[src/rtl/com_pkg.sv]
// Shared front-end constants: canonical NOP encoding and default instruction queue depth.
package com_pkg;
  localparam logic [31:0] INST_NOP         = 32'h0000_0013;
  localparam int          INST_QUEUE_DEPTH = 4;
endpackage

[src/rtl/inst_queue.sv]
// Circular instruction queue between fetch and decode1, flushable on redirect.
// Optional same-cycle empty-queue bypass when INST_QUEUE_BYPASS_EN is defined.
module inst_queue
  import com_pkg::*;
#(
  parameter int WIDTH = 32,
  parameter int DEPTH = INST_QUEUE_DEPTH
) (
  input  logic                     clk,
  input  logic                     rst_n,
  input  logic                     flush,
  input  logic                     enq_valid,
  output logic                     enq_ready,
  input  logic [WIDTH-1:0]         enq_inst,
  input  logic [WIDTH-1:0]         enq_pc,
  output logic                     deq_valid,
  input  logic                     deq_ready,
  output logic [WIDTH-1:0]         deq_inst,
  output logic [WIDTH-1:0]         deq_pc,
  output logic [$clog2(DEPTH):0]   count
);

  localparam int PW = $clog2(DEPTH);
  localparam int CW = PW + 1;
  localparam logic [CW-1:0]    FULL_CNT = CW'(DEPTH);
  localparam logic [PW-1:0]    LAST_PTR = PW'(DEPTH - 1);
  localparam logic [WIDTH-1:0] NOP_W    = WIDTH'(INST_NOP);

  // Handshake: a transfer happens on a rising edge when valid && ready && !flush.
  logic [WIDTH-1:0] inst_mem [DEPTH];
  logic [WIDTH-1:0] pc_mem   [DEPTH];

  logic [PW-1:0] rd_ptr_q, rd_ptr_d;
  logic [PW-1:0] wr_ptr_q, wr_ptr_d;
  logic [CW-1:0] count_q, count_d;

  logic empty;
  logic bypass;
  logic enq_fire, deq_fire;
  logic do_wr, do_rd;

  always_comb begin
    empty     = (count_q == '0);
    enq_ready = (count_q != FULL_CNT);
    bypass    = 1'b0;
`ifdef INST_QUEUE_BYPASS_EN
    bypass    = empty & enq_valid & ~flush;
`endif
    deq_valid = ~empty | bypass;

    if (bypass) begin
      deq_inst = enq_inst;
      deq_pc   = enq_pc;
    end else if (!empty) begin
      deq_inst = inst_mem[rd_ptr_q];
      deq_pc   = pc_mem[rd_ptr_q];
    end else begin
      deq_inst = NOP_W;
      deq_pc   = '0;
    end
  end

  always_comb begin
    enq_fire = enq_valid & enq_ready & ~flush;
    deq_fire = deq_valid & deq_ready & ~flush;
    // A bypassed entry consumed in the same cycle never touches storage.
    do_wr    = enq_fire & ~(bypass & deq_ready);
    do_rd    = deq_fire & ~bypass;

    rd_ptr_d = rd_ptr_q;
    wr_ptr_d = wr_ptr_q;
    count_d  = count_q;

    if (flush) begin
      rd_ptr_d = '0;
      wr_ptr_d = '0;
      count_d  = '0;
    end else begin
      if (do_wr) wr_ptr_d = (wr_ptr_q == LAST_PTR) ? '0 : wr_ptr_q + 1'b1;
      if (do_rd) rd_ptr_d = (rd_ptr_q == LAST_PTR) ? '0 : rd_ptr_q + 1'b1;
      case ({do_wr, do_rd})
        2'b10:   count_d = count_q + 1'b1;
        2'b01:   count_d = count_q - 1'b1;
        default: count_d = count_q;
      endcase
    end
  end

  always_ff @(posedge clk or negedge rst_n) begin
    if (!rst_n) begin
      rd_ptr_q <= '0;
      wr_ptr_q <= '0;
      count_q  <= '0;
    end else begin
      rd_ptr_q <= rd_ptr_d;
      wr_ptr_q <= wr_ptr_d;
      count_q  <= count_d;
    end
  end

  always_ff @(posedge clk) begin
    if (do_wr) begin
      inst_mem[wr_ptr_q] <= enq_inst;
      pc_mem[wr_ptr_q]   <= enq_pc;
    end
  end

  assign count = count_q;

endmodule

[config.mk]
export PLATFORM = sky130hd
export DESIGN_NAME = inst_queue
export DESIGN_NICKNAME = d
export VERILOG_FILES = /design/src/rtl/com_pkg.sv /design/src/rtl/inst_queue.sv
export SDC_FILE = /design/constraint.sdc
export NUM_CORES = 1
export LEC_CHECK = 0
export ABC_AREA = 1
export BUFFER_PORTS_ARGS = -buffer_cell sky130_fd_sc_hd__buf_2
export CAP_MARGIN = 20
export CORE_ASPECT_RATIO = 1.25
export CORE_UTILIZATION = 25
export DETAILED_ROUTE_END_ITERATION = 10
export SETUP_SLACK_MARGIN = 0.2
export SYNTH_ARGS = -nofsm -noshare
export SYNTH_HDL_FRONTEND = slang
export SYNTH_SLANG_ARGS = --single-unit
[constraint.sdc]
create_clock -name clk -period 9.4 [get_ports clk]
set_clock_uncertainty 0.1 [all_clocks]
set_input_delay 1.88 -clock clk [delete_from_list [all_inputs] [get_ports clk]]
set_output_delay 1.88 -clock clk [all_outputs]
set_load 0.02 [all_outputs]
==> impl_metrics.env, run 1 <==
export IMPL_io_pins=138
export IMPL_syn_nets=891
export IMPL_total_power_mw=3.62
export IMPL_routed_wirelength_um=24200
export IMPL_hold_path_startpoint="count[0]$_DFFE_PN0P_"
export IMPL_holdWs_ns=0.474
export IMPL_post_cts_setup_buffers=0
export IMPL_synth_area_um2=10400
export IMPL_p_per_area_nw_per_um2=290
export IMPL_rrSetupSlack_ns=6.30
export IMPL_cap_violations=0
export IMPL_drv_slew=0
export IMPL_port_buffer_count=137
export IMPL_vias_per_cell=4.28
export IMPL_timing_rr_end="pc_mem[1][2]$_DFFE_PP_"
export IMPL_r2r_start="count[0]$_DFFE_PN0P_"
export IMPL_die_area_um2=42300
export IMPL_start_util=0.253
export IMPL_cts_buffers=28
export IMPL_cp_arrival_ns=3.28
export IMPL_die_h_um=230
export IMPL_placed_area_um2=11600
export IMPL_cts_tree="yes"
export IMPL_drcViolationCount=4
export IMPL_yosys_warnings=0
export IMPL_syn_area_per_cell_um2=12.7
export IMPL_crit_fanout=67
export IMPL_die_width_um=184
export IMPL_layout_setup_ws_ns=4.14
export IMPL_clk_path_buf_depth=3
export IMPL_end_kind="primary output"
export IMPL_violations="design-rule violations"
export IMPL_place_congestion=0.723
export IMPL_final_nets=1019
export IMPL_routedWlPerCell_um=15.9
export IMPL_synth_fa_ha_area_frac=0.00797
export IMPL_final_area_um2=12500
export IMPL_min_to="count[0]$_DFFE_PN0P_"
export IMPL_min_period_ns=5.26
export IMPL_root_buffer="clkbuf_16"
export IMPL_stdcell_count=1518
export IMPL_ys_ff_latch=263
export IMPL_grt_max_degree=73
export IMPL_hp_class="flop to flop"
export IMPL_core_area_um2=41000
export IMPL_row_count=83
export IMPL_grt_pass1_vias=6293
export IMPL_reg2regPathDepth=7
export IMPL_finalCritPeriodShare=0.559
export IMPL_clkLatencyLatePin_ns=0.55
export IMPL_route_antenna_remaining_nets=0
export IMPL_crit_type="flop to primary output"
export IMPL_hold_depth=1
export IMPL_clk_pin_slew_ns=0.06
export IMPL_layout_commonest_cell="nor2_1"
export IMPL_track_usage=0.113
export IMPL_synthSimpleGateAreaFrac=0.105
export IMPL_syn_to_final_growth_pct=20.3
export IMPL_drt_iter0_drc=343
export IMPL_final_cell_mix="257 x nor2_1, 256 x edfxtp_1, 137 x buf_2"
export IMPL_muxShareOfSynthArea=0
export IMPL_fillers=4097
export IMPL_rsz0062_at_grt="no"
export IMPL_post_route_cells_drive_above_1_share=0.203
export IMPL_final_util=0.304
export IMPL_synth_seq_area_share=0.759
export IMPL_synth_compound_area_share=0.0963
export IMPL_cts_resized=0
export IMPL_cts_sinks=263
export IMPL_syn_inst=816
export IMPL_status="complete, but fails checks"
export IMPL_dp_slack_ns=4.66
export IMPL_ys_types=25
export IMPL_fmax_ghz=0.190
export IMPL_hpwl_um=13500
export IMPL_start_kind="flop"
export IMPL_dr_pass1_iters=7
export IMPL_dp_cells=1466
export IMPL_tns_ns=0
export IMPL_cp_startpoint="rd_ptr_q[0]$_DFFE_PN0P_"
export IMPL_hold_viol=0
export IMPL_grt_overflow=0
export IMPL_max_slew_margin=0.306
export IMPL_synth_top_family_by_area="simple AND/OR/NAND/NOR gates"
export IMPL_tightest_slew_ns=1.04
export IMPL_grt_pass1_wl_um=36200
export IMPL_h_tree_depth=1
export IMPL_power_leakage_nw=4.40
export IMPL_vias=6497
export IMPL_vdd_drop_max_v=0.000160
export IMPL_setup_viol=0
export IMPL_hold_buffers=0
export IMPL_antenna_found_initial=3
export IMPL_cp_required_ns=7.42
export IMPL_synthXorXnorAreaFrac=0.000845
## report_power, final
group          total, mW  leakage [nW]  switching (mW)  internal, mW
sequential          1.43          2.41          0.0659          1.37
combinational       1.15          1.57           0.831         0.316
clock               1.04         0.415           0.421         0.616
## metal layers
metal  GRT usage  vias up  part of all wire
li1            -     3143                 -
met1       0.133     3153              0.42
met2       0.203      143              0.51
met3      0.0176       54             0.044
met4      0.0466        4             0.030
met5           0        -           0.00095
## layout make-up
| cell class | count | area [um^2] | share of cell area |
|---|---|---|---|
| antenna | 2 | 5.00 | 0.000402 |
| clock buffer | 38 | 759 | 0.0609 |
| clock inverter | 12 | 113 | 0.00904 |
| inverter | 16 | 62.6 | 0.00502 |
| multi-input combinational | 489 | 2210 | 0.177 |
| sequential | 263 | 7870 | 0.631 |
| tap | 552 | 691 | 0.0554 |
| timing repair buffer | 146 | 753 | 0.0604 |
## synthesized netlist by cell type
library cell	count	area share
a21oi_1	63	0.030
buf_1	8	0.0029
buf_2	11	0.0053
buf_4	14	0.010
buf_6	2	0.0022
clkbuf_1	13	0.0047
dfrtp_1	7	0.017
edfxtp_1	256	0.74
fa_1	1	0.0019
ha_1	5	0.0060
inv_1	14	0.0051
inv_2	2	0.00072
nand2_1	16	0.0058
nand2_2	1	0.00060
nand3_1	3	0.0014
nand3_2	1	0.00097
nand4_1	1	0.00060
nor2_1	261	0.095
nor2_2	1	0.00060
o21ai_0	120	0.058
o21ai_1	10	0.0048
o22ai_1	1	0.00060
o311ai_0	3	0.0025
or2_2	1	0.00060
xnor2_1	1	0.00085
## cells by family after synthesis
family          after synthesis
xor+xnor                      1
buf+inv                      64
fa+ha+maj                     6
compound gates              197
flops                       263
simple gates                285
## flip-flops by register name, indices dropped and copies added (netlist names)
signal	count
inst_mem	128
pc_mem	128
count	3
rd_ptr_q	2
wr_ptr_q	2
## worst max-delay path, cell delays in order (launching register included)
cell and delay (ns):
dfrtp_4 0.73, inv_4 0.56, buf_4 0.67, o21ai_0 0.21
a21oi_1 0.26, buf_2 0.21
## worst max-delay path by stage
stage and to:
2_1_floorplan inst_mem[0][0]$_DFFE_PP_, 5_1_grt deq_pc[8], 4_1_cts deq_pc[8], 3_5_place_dp deq_pc[8], 3_3_place_gp deq_pc[23], 6_report deq_pc[31]
Power figures use the tool's default switching activity.
==> run 2, diff against run 1 <==
- clock period: 9.4 -> 5.1 ns (I/O delays scaled with it)
==> impl_metrics.env, run 2 (synthesized netlist as in run 1, its figures left out) <==
export IMPL_critPathMaxStageDelay_ns=0.64
export IMPL_dp_cells=1473
export IMPL_status="finished clean"
export IMPL_crit_type="flop to primary output"
export IMPL_n_antenna_cell=0
export IMPL_clk_pin_slew_ns=0.06
export IMPL_cap_violations=0
export IMPL_top_layer="met5"
export IMPL_rsz0062_at_grt="no"
export IMPL_die_width_um=184
export IMPL_end_kind="primary output"
export IMPL_p_per_area_nw_per_um2=538
export IMPL_hp_class="primary input to asynchronous set/reset pin"
export IMPL_max_slew_margin=0.362
export IMPL_hold_viol=0
export IMPL_drt_iter0_drc=380
export IMPL_place_congestion=0.713
export IMPL_final_area_um2=12600
export IMPL_routedWlPerCell_um=16.3
export IMPL_power_leakage_nw=4.46
export IMPL_fmax_ghz=0.252
export IMPL_setup_viol=0
export IMPL_row_count=83
export IMPL_stdcell_count=1526
export IMPL_placed_area_um2=11700
export IMPL_final_cell_mix="257 x nor2_1, 256 x edfxtp_1, 137 x buf_2"
export IMPL_grt_pass1_vias=6459
export IMPL_io_pins=138
export IMPL_syn_to_final_growth_pct=21.2
export IMPL_route_met2_wl_um=12800
export IMPL_post_route_cells_drive_above_1_share=0.217
export IMPL_clk_path_buf_depth=3
export IMPL_layout_setup_ws_ns=1.14
export IMPL_cp_slowest_cell="dfrtp_4"
export IMPL_hpwl_um=14200
export IMPL_root_buffer="clkbuf_16"
export IMPL_wl_met3_um=1290
export IMPL_route_antenna_remaining_nets=0
export IMPL_cp_required_ns=3.98
export IMPL_dr_pass1_iters=5
export IMPL_tightest_slew_ns=0.958
export IMPL_layout_commonest_cell="nor2_1"
export IMPL_port_buffer_count=137
export IMPL_start_kind="flop"
export IMPL_cts_buffers=29
export IMPL_fillers=4112
export IMPL_regArea_um2=7870
export IMPL_dp_slack_ns=1.62
export IMPL_cts_sinks=263
export IMPL_vias=6642
export IMPL_vdd_drop_max_v=0.000311
export IMPL_holdWs_ns=0.204
export IMPL_start_util=0.253
export IMPL_cts_tree="yes"
export IMPL_vias_per_cell=4.35
export IMPL_cts_resized=0
export IMPL_crit_fanout=65
export IMPL_drv_slew=0
export IMPL_min_period_ns=3.96
export IMPL_grt_overflow=0
export IMPL_final_nets=1027
export IMPL_crit_chain="inv_4 > buf_4 > o21ai_0 > a21oi_1 > buf_2"
export IMPL_routed_wirelength_um=24900
export IMPL_grt_pass1_wl_um=37300
export IMPL_grt_max_degree=66
export IMPL_antenna_found_initial=5
export IMPL_core_area_um2=41000
export IMPL_multiInputGateArea_um2=2210
export IMPL_wl_met1_um=10200
export IMPL_total_power_mw=6.76
export IMPL_cp_arrival_ns=2.84
export IMPL_die_area_um2=42300
export IMPL_track_usage=0.117
export IMPL_clkLatencyLatePin_ns=0.54
export IMPL_post_cts_setup_buffers=0
export IMPL_tns_ns=0
export IMPL_hold_buffers=0
export IMPL_die_h_um=230
export IMPL_h_tree_depth=1
export IMPL_drcViolationCount=0
export IMPL_final_util=0.306
export IMPL_finalCritPeriodShare=0.777
## run 2: layer usage
metal | track usage | up-vias
met3 | 0.0245 | 49
met1 | 0.137 | 3259
met4 | 0.0427 | 10
li1 | - | 3161
met2 | 0.208 | 163
met5 | 0 | -
## run 2: cell type report
cell class,count,share of cell area
clock inverter,19,0.0131
multi-input combinational,489,0.176
clock buffer,34,0.0593
inverter,16,0.00498
sequential,263,0.627
timing repair buffer,153,0.0652
tap,552,0.0550
## run 2: worst paths after layout
kind | from | end | slack (ns) | cells after the start
worst max-delay path | rd_ptr_q[0]$_DFFE_PN0P_ | deq_inst[26] | 1.14 | 5
worst min-delay path | rst_n | count[1]$_DFFE_PN0P_ | 0.20 | 1
worst max register to register | count[0]$_DFFE_PN0P_ | pc_mem[0][26]$_DFFE_PP_ | 2.37 | 7
worst min register to register | count[0]$_DFFE_PN0P_ | count[0]$_DFFE_PN0P_ | 0.48 | 1
max in group asynchronous | rst_n | rd_ptr_q[0]$_DFFE_PN0P_ | 4.51 | 1
min in group clk | count[0]$_DFFE_PN0P_ | count[0]$_DFFE_PN0P_ | 0.48 | 1
## run 2: where the power goes
part / internal, mW / switching (mW) / total (mW)
Combinational: 0.604 / 1.58 / 2.18
Sequential: 2.52 / 0.0759 / 2.60
Clock: 1.15 / 0.830 / 1.98
## run 2: worst max-delay path: cells and delay by family (launching register included)
kind / cells / cell delay [ns]
buffers and inverters: 3 / 1.18
AO/OA/AOI/OAI: 2 / 0.40
flip-flops: 1 / 0.64
